$ cat src/rtl/lcd_timing_receiver.sv
// rtl/lcd_timing_receiver.sv - LCD sync/DE timing receiver: pixel stream recovery, timing measurement, lock tracking
module lcd_timing_receiver #(
   parameter int H_PERIOD    = 531,
   parameter int H_ACTIVE    = 480,
   parameter int V_PERIOD    = 288,
   parameter int V_ACTIVE    = 272,
   parameter int LOCK_FRAMES = 2
) (
   input  logic        i_clk,
   input  logic        i_res_n,
   input  logic        i_hsync,
   input  logic        i_vsync,
   input  logic        i_de,
   input  logic [15:0] i_data,
   output logic        o_pix_valid,
   output logic [9:0]  o_pix_x,
   output logic [8:0]  o_pix_y,
   output logic [15:0] o_pix_data,
   output logic [9:0]  o_line_period,
   output logic [9:0]  o_active_width,
   output logic [8:0]  o_frame_lines,
   output logic [8:0]  o_active_lines,
   output logic        o_frame_start,
   output logic        o_locked,
   output logic        o_err,
   output logic [7:0]  o_err_cnt
);
   localparam logic [9:0] C_H_PERIOD = 10'(H_PERIOD);
   localparam logic [9:0] C_H_ACTIVE = 10'(H_ACTIVE);
   localparam logic [8:0] C_V_PERIOD = 9'(V_PERIOD);
   localparam logic [8:0] C_V_ACTIVE = 9'(V_ACTIVE);
   localparam logic [7:0] C_LOCK     = 8'(LOCK_FRAMES);

   typedef enum logic [1:0] {SEARCH = 2'd0, CHECK = 2'd1, LOCKED = 2'd2} state_t;

   logic        r_hs, r_vs, r_de, r_hs_d, r_vs_d, r_de_d;
   logic [15:0] r_data;
   logic [9:0]  r_hcnt, r_derun, r_x;
   logic [8:0]  r_y, r_lines, r_alines;
   logic        r_line_bad;
   state_t      r_state, w_state_nxt;
   logic [7:0]  r_good, w_good_nxt, w_good_inc;
   logic        w_err_now;

   logic        w_ls, w_fs, w_de_fall, w_line_err, w_frame_err;
   logic [9:0]  w_hcnt_inc, w_run_base, w_run_inc, w_x_cur, w_x_inc;
   logic [8:0]  w_y_cur, w_y_inc, w_lines_inc, w_alines_inc, w_fl, w_al;

   always_ff @(posedge i_clk or negedge i_res_n) begin
      if (!i_res_n) begin
         r_hs   <= 1'b0;
         r_vs   <= 1'b0;
         r_de   <= 1'b0;
         r_data <= 16'd0;
         r_hs_d <= 1'b0;
         r_vs_d <= 1'b0;
         r_de_d <= 1'b0;
      end else begin
         r_hs   <= i_hsync;
         r_vs   <= i_vsync;
         r_de   <= i_de;
         r_data <= i_data;
         r_hs_d <= r_hs;
         r_vs_d <= r_vs;
         r_de_d <= r_de;
      end
   end

   assign w_ls         = r_hs_d & ~r_hs;
   assign w_fs         = r_vs_d & ~r_vs;
   assign w_de_fall    = r_de_d & ~r_de;
   assign w_hcnt_inc   = (r_hcnt == 10'h3FF) ? r_hcnt : r_hcnt + 10'd1;
   assign w_run_base   = (w_ls | ~r_de_d) ? 10'd0 : r_derun;
   assign w_run_inc    = (w_run_base == 10'h3FF) ? w_run_base : w_run_base + 10'd1;
   assign w_x_cur      = w_ls ? 10'd0 : r_x;
   assign w_x_inc      = (w_x_cur == 10'h3FF) ? w_x_cur : w_x_cur + 10'd1;
   assign w_y_cur      = w_fs ? 9'd0 : r_y;
   assign w_y_inc      = (r_y == 9'h1FF) ? r_y : r_y + 9'd1;
   assign w_lines_inc  = (r_lines == 9'h1FF) ? r_lines : r_lines + 9'd1;
   assign w_alines_inc = (r_alines == 9'h1FF) ? r_alines : r_alines + 9'd1;
   // A line or DE run closing in the frame-start cycle still belongs to the frame being closed
   assign w_fl         = w_ls ? w_lines_inc : r_lines;
   assign w_al         = w_de_fall ? w_alines_inc : r_alines;
   assign w_line_err   = (w_ls & (w_hcnt_inc != C_H_PERIOD)) |
                         (w_de_fall & (r_derun != C_H_ACTIVE));
   assign w_frame_err  = (w_fl != C_V_PERIOD) | (w_al != C_V_ACTIVE) | r_line_bad | w_line_err;
   assign w_good_inc   = r_good + 8'd1;

   always_ff @(posedge i_clk or negedge i_res_n) begin
      if (!i_res_n) begin
         r_hcnt         <= 10'd0;
         r_derun        <= 10'd0;
         r_lines        <= 9'd0;
         r_alines       <= 9'd0;
         r_line_bad     <= 1'b0;
         o_line_period  <= 10'd0;
         o_active_width <= 10'd0;
         o_frame_lines  <= 9'd0;
         o_active_lines <= 9'd0;
      end else begin
         if (w_ls) begin
            r_hcnt        <= 10'd0;
            o_line_period <= w_hcnt_inc;
         end else begin
            r_hcnt <= w_hcnt_inc;
         end
         if (r_de) r_derun <= w_run_inc;
         else if (w_ls) r_derun <= 10'd0;
         if (w_de_fall) o_active_width <= r_derun;
         if (w_fs) begin
            r_lines        <= 9'd0;
            r_alines       <= 9'd0;
            o_frame_lines  <= w_fl;
            o_active_lines <= w_al;
         end else begin
            if (w_ls) r_lines <= w_lines_inc;
            if (w_de_fall) r_alines <= w_alines_inc;
         end
         if (w_fs) r_line_bad <= 1'b0;
         else if (w_line_err && (r_state != SEARCH)) r_line_bad <= 1'b1;
      end
   end

   always_ff @(posedge i_clk or negedge i_res_n) begin
      if (!i_res_n) begin
         r_x         <= 10'd0;
         r_y         <= 9'd0;
         o_pix_valid <= 1'b0;
         o_pix_x     <= 10'd0;
         o_pix_y     <= 9'd0;
         o_pix_data  <= 16'd0;
      end else begin
         o_pix_valid <= r_de;
         if (r_de) begin
            o_pix_x    <= w_x_cur;
            o_pix_y    <= w_y_cur;
            o_pix_data <= r_data;
            r_x        <= w_x_inc;
         end else if (w_ls) begin
            r_x <= 10'd0;
         end
         if (w_fs) r_y <= 9'd0;
         else if (w_de_fall) r_y <= w_y_inc;
      end
   end

   always_ff @(posedge i_clk or negedge i_res_n) begin
      if (!i_res_n) begin
         r_state <= SEARCH;
         r_good  <= 8'd0;
      end else begin
         r_state <= w_state_nxt;
         r_good  <= w_good_nxt;
      end
   end

   always_comb begin
      w_state_nxt = r_state;
      w_good_nxt  = r_good;
      w_err_now   = 1'b0;
      case (r_state)
         SEARCH: begin
            if (w_fs) begin
               w_state_nxt = CHECK;
               w_good_nxt  = 8'd0;
            end
         end
         CHECK: begin
            if (w_fs) begin
               if (w_frame_err) begin
                  w_good_nxt = 8'd0;
               end else begin
                  w_good_nxt = w_good_inc;
                  if (w_good_inc >= C_LOCK) w_state_nxt = LOCKED;
               end
            end
         end
         LOCKED: begin
            // Leaving LOCKED on the first error is what limits a burst to one o_err pulse
            if (w_line_err || (w_fs && w_frame_err)) begin
               w_err_now   = 1'b1;
               w_state_nxt = CHECK;
               w_good_nxt  = 8'd0;
            end
         end
         default: begin
            w_state_nxt = SEARCH;
            w_good_nxt  = 8'd0;
         end
      endcase
   end

   always_ff @(posedge i_clk or negedge i_res_n) begin
      if (!i_res_n) begin
         o_frame_start <= 1'b0;
         o_locked      <= 1'b0;
         o_err         <= 1'b0;
         o_err_cnt     <= 8'd0;
      end else begin
         o_frame_start <= w_fs;
         o_locked      <= (w_state_nxt == LOCKED);
         o_err         <= w_err_now;
         if (w_err_now && (o_err_cnt != 8'hFF)) o_err_cnt <= o_err_cnt + 8'd1;
      end
   end
endmodule

$ cat config.mk
export PLATFORM = sky130hd
export DESIGN_NAME = lcd_timing_receiver
export DESIGN_NICKNAME = d
export VERILOG_FILES = /design/src/rtl/lcd_timing_receiver.sv
export SDC_FILE = /design/constraint.sdc
export NUM_CORES = 1
export LEC_CHECK = 0
export ABC_AREA = 0
export CAP_MARGIN = 20
export CORE_MARGIN = 2
export CORE_UTILIZATION = 50
export DETAILED_ROUTE_END_ITERATION = 10
export GPL_ROUTABILITY_DRIVEN = 1
export PLACE_DENSITY = 0.79
export SLEW_MARGIN = 5
export SYNTH_ARGS = -nofsm -noshare
export SYNTH_HDL_FRONTEND = slang
export SYNTH_SLANG_ARGS = --single-unit
$ cat constraint.sdc
create_clock -name i_clk -period 3.6 [get_ports i_clk]
set_input_delay 0.36 -clock i_clk [delete_from_list [all_inputs] [get_ports i_clk]]
set_output_delay 0.36 -clock i_clk [all_outputs]
set_load 0.02 [all_outputs]
==> flow_summary.json <==
{
  "finalSetupViolCount": 0,
  "drt-total-wl_um": 16200,
  "synth_area_per_cell_um2": 10.2,
  "slew_headroom": 0.475,
  "htree_levels": 4,
  "initial_core_util": 0.513,
  "grt_setup_unrepaired": "no",
  "synthToLayoutAreaGrowth_pct": 22.9,
  "sequentialPowerShare": 0.485,
  "ys_seq_area_frac": 0.558,
  "grt_use_total": 0.209,
  "critPathRequiredTime_ps": 3910,
  "post-route-util": 0.631,
  "slowest_delay_ps": 460,
  "syn_area_um2": 7800,
  "critical_path_arrival_ps": 3340,
  "worst_pin_slew_ps": 787,
  "combPwrFrac": 0.136,
  "vias": 5900,
  "route.detailed.wl_per_inst_um": 15.2,
  "cts_tree": "done",
  "cts_setup_buffers": 0,
  "cp.depth": 8,
  "layout_commonest_cell": "dfrtp_1",
  "timing.final.hold_violations": 11,
  "worst_path_max_delay_cell": "a32oi_2",
  "min_period_ps": 3030,
  "clkPwrFrac": 0.379,
  "clock.fmax_mhz": 330,
  "switchingPower_uw": 1200,
  "fin_skew_ps": 5.99,
  "grt_overflow": 0,
  "power_density_nw_per_um2": 475,
  "rows": 45,
  "crit_family": "simple AND/OR/NAND/NOR gates",
  "period_share": 0.842,
  "endpoint_kind": "flop",
  "drc_errors": 0,
  "status": "finished with violations",
  "startpoint": "r_hcnt[0]",
  "grt_first_pass_wirelength_um": 27700,
  "hold_slack_ps": -22.0,
  "switching_share": 0.263,
  "maxSlewViolCount": 0,
  "path_buf_inv": 0,
  "io_buffers": 105,
  "synthFlopType": "dfrtp_1",
  "cts_hold_buf": 0,
  "hpwl_um": 10900,
  "hold_path.class": "in2async",
  "cts-buffers-inserted": 17,
  "finalSetupTns_ps": 0,
  "synthCells": 766,
  "clock_sinks": 174,
  "cts_buffer_depth": 2,
  "antenna_found_initial": 0,
  "syn_nets": 797,
  "synth_warnings": 0,
  "grt_max_degree": 90,
  "async_reset_ff_frac": 1.00,
  "worstPathMaxFanout": 10,
  "firstDrtPassIters": 5,
  "path_class": "reg2reg",
  "nets": 898,
  "gp_congestion": 0.900,
  "ys_ff_latch": 174,
  "post-place-ws_ps": 633,
  "drt_iter0_drc": 436,
  "synth_edf_count": 0,
  "vias_per_cell": 5.53,
  "crit_path_start_kind": "flop",
  "cap_violations": 0,
  "ff2ff_path_depth": 8,
  "die_w_um": 129,
  "clkTransAtPathRegs_ps": 60,
  "drive_above_1_share": 0.0922,
  "insertion_delay_ps": 430,
  "ctsResizeCount": 0,
  "ant_nets": 0,
  "crit_chain": "ha_1 > and4_1 > nand3_1 > and3_1 > nor3b_1 > a32oi_2 > o21a_1 > mux2_4",
  "num_antenna_cells": 0,
  "peakVddDrop_mv": 0.357,
  "core_um2": 15200,
  "grt_pass1_vias": 5653,
  "die_h_um": 129,
  "design.portCount": 106,
  "synth_cell_types": 60,
  "p_leak_uw": 0.00426,
  "layout_setup_ws_ps": 570,
  "root_buffer": "clkbuf_16",
  "p_int_uw": 3360,
  "die-area_um2": 16600,
  "rr_startpoint": "r_hcnt[0]",
  "violations": "negative hold slack",
  "final_cell_mix": "dfrtp_1, nand2_1, clkdlybuf4s50_1"
}
final timing paths:
kind | to | slack, ps
max in group asynchronous | r_hcnt[7] | 2670
worst max register to register | o_err_cnt[1] | 570
worst max-delay path | o_err_cnt[1] | 570
worst min register to register | r_vs_d | 380
min in group i_clk | r_data[1] | 370
worst min-delay path | o_pix_y[4] | -20
cell type report:
class                      count  area, um2
inverter                      25       93.8
timing repair buffer         117       1140
clock inverter                 9       86.3
tap                          188        235
clock buffer                  22        464
sequential                   174       4360
fill                        1240       5610
multi-input combinational    532       3220
through the flow:
step	instance area [um2]	total power (uW)	std cells	hold WS, ps
after detailed placement	9040	2870	1036	370
after CTS	9590	4600	1067	5.66
after global placement	9040	2850	1036	355
after floorplan	7800	2570	766	64.4
final	9590	4560	1067	-22.0
after global routing	9590	4780	1067	46.6
power by group through the flow:
| stage | clock network [uW] | registers (uW) | logic (uW) |
|---|---|---|---|
| after floorplan | 0 | 2300 | 267 |
| after global routing | 1860 | 2230 | 689 |
| final | 1730 | 2210 | 621 |
| after global placement | 0 | 2240 | 615 |
| after detailed placement | 0 | 2240 | 625 |
| after CTS | 1760 | 2210 | 629 |
synthesized netlist by cell type (all sizes together) (13+ instances only):
cell type    n  share of area
a21oi       26          0.018
a31oi       13          0.010
and3        17          0.014
clkbuf      29          0.014
dfrtp      174           0.56
inv         25          0.012
mux2        25          0.037
nand2      109          0.052
nand3       48          0.031
nand4       13          0.010
nor2        54          0.026
o21ai       65          0.042
xnor2       14          0.016
xor2        13          0.015
cell families after synthesis:
| group | Yosys count | synth area share |
|---|---|---|
| flip-flops | 174 | 0.558 |
| buffers and inverters | 60 | 0.0301 |
| AND/OR/NAND/NOR | 307 | 0.192 |
| AO/OA/AOI/OAI | 155 | 0.127 |
| adder cells (fa/ha/maj) | 10 | 0.0160 |
| multiplexers | 33 | 0.0468 |
| XOR/XNOR | 27 | 0.0303 |
registers in the layout, indices dropped and copies added, names as in the netlist, 2 cells and up:
| signal | count |
|---|---|
| r_x | 10 |
| r_good | 8 |
| r_y | 9 |
| r_state | 2 |
| o_active_width | 10 |
| r_hcnt | 10 |
| o_err_cnt | 8 |
| r_derun | 10 |
| o_pix_y | 9 |
| o_frame_lines | 9 |
| r_alines | 9 |
| o_line_period | 10 |
| r_lines | 9 |
| o_pix_x | 10 |
| o_active_lines | 9 |
| r_data | 16 |
| o_pix_data | 16 |
metal layers:
metal | GRT usage | vias up | routed length (um)
met3 | 0.0482 | 30 | 700
met5 | 0 | - | 0
li1 | - | 2881 | -
met4 | 0.0825 | 0 | 335
met1 | 0.291 | 2851 | 7560
met2 | 0.322 | 138 | 7570
Power figures use the tool's default switching activity.
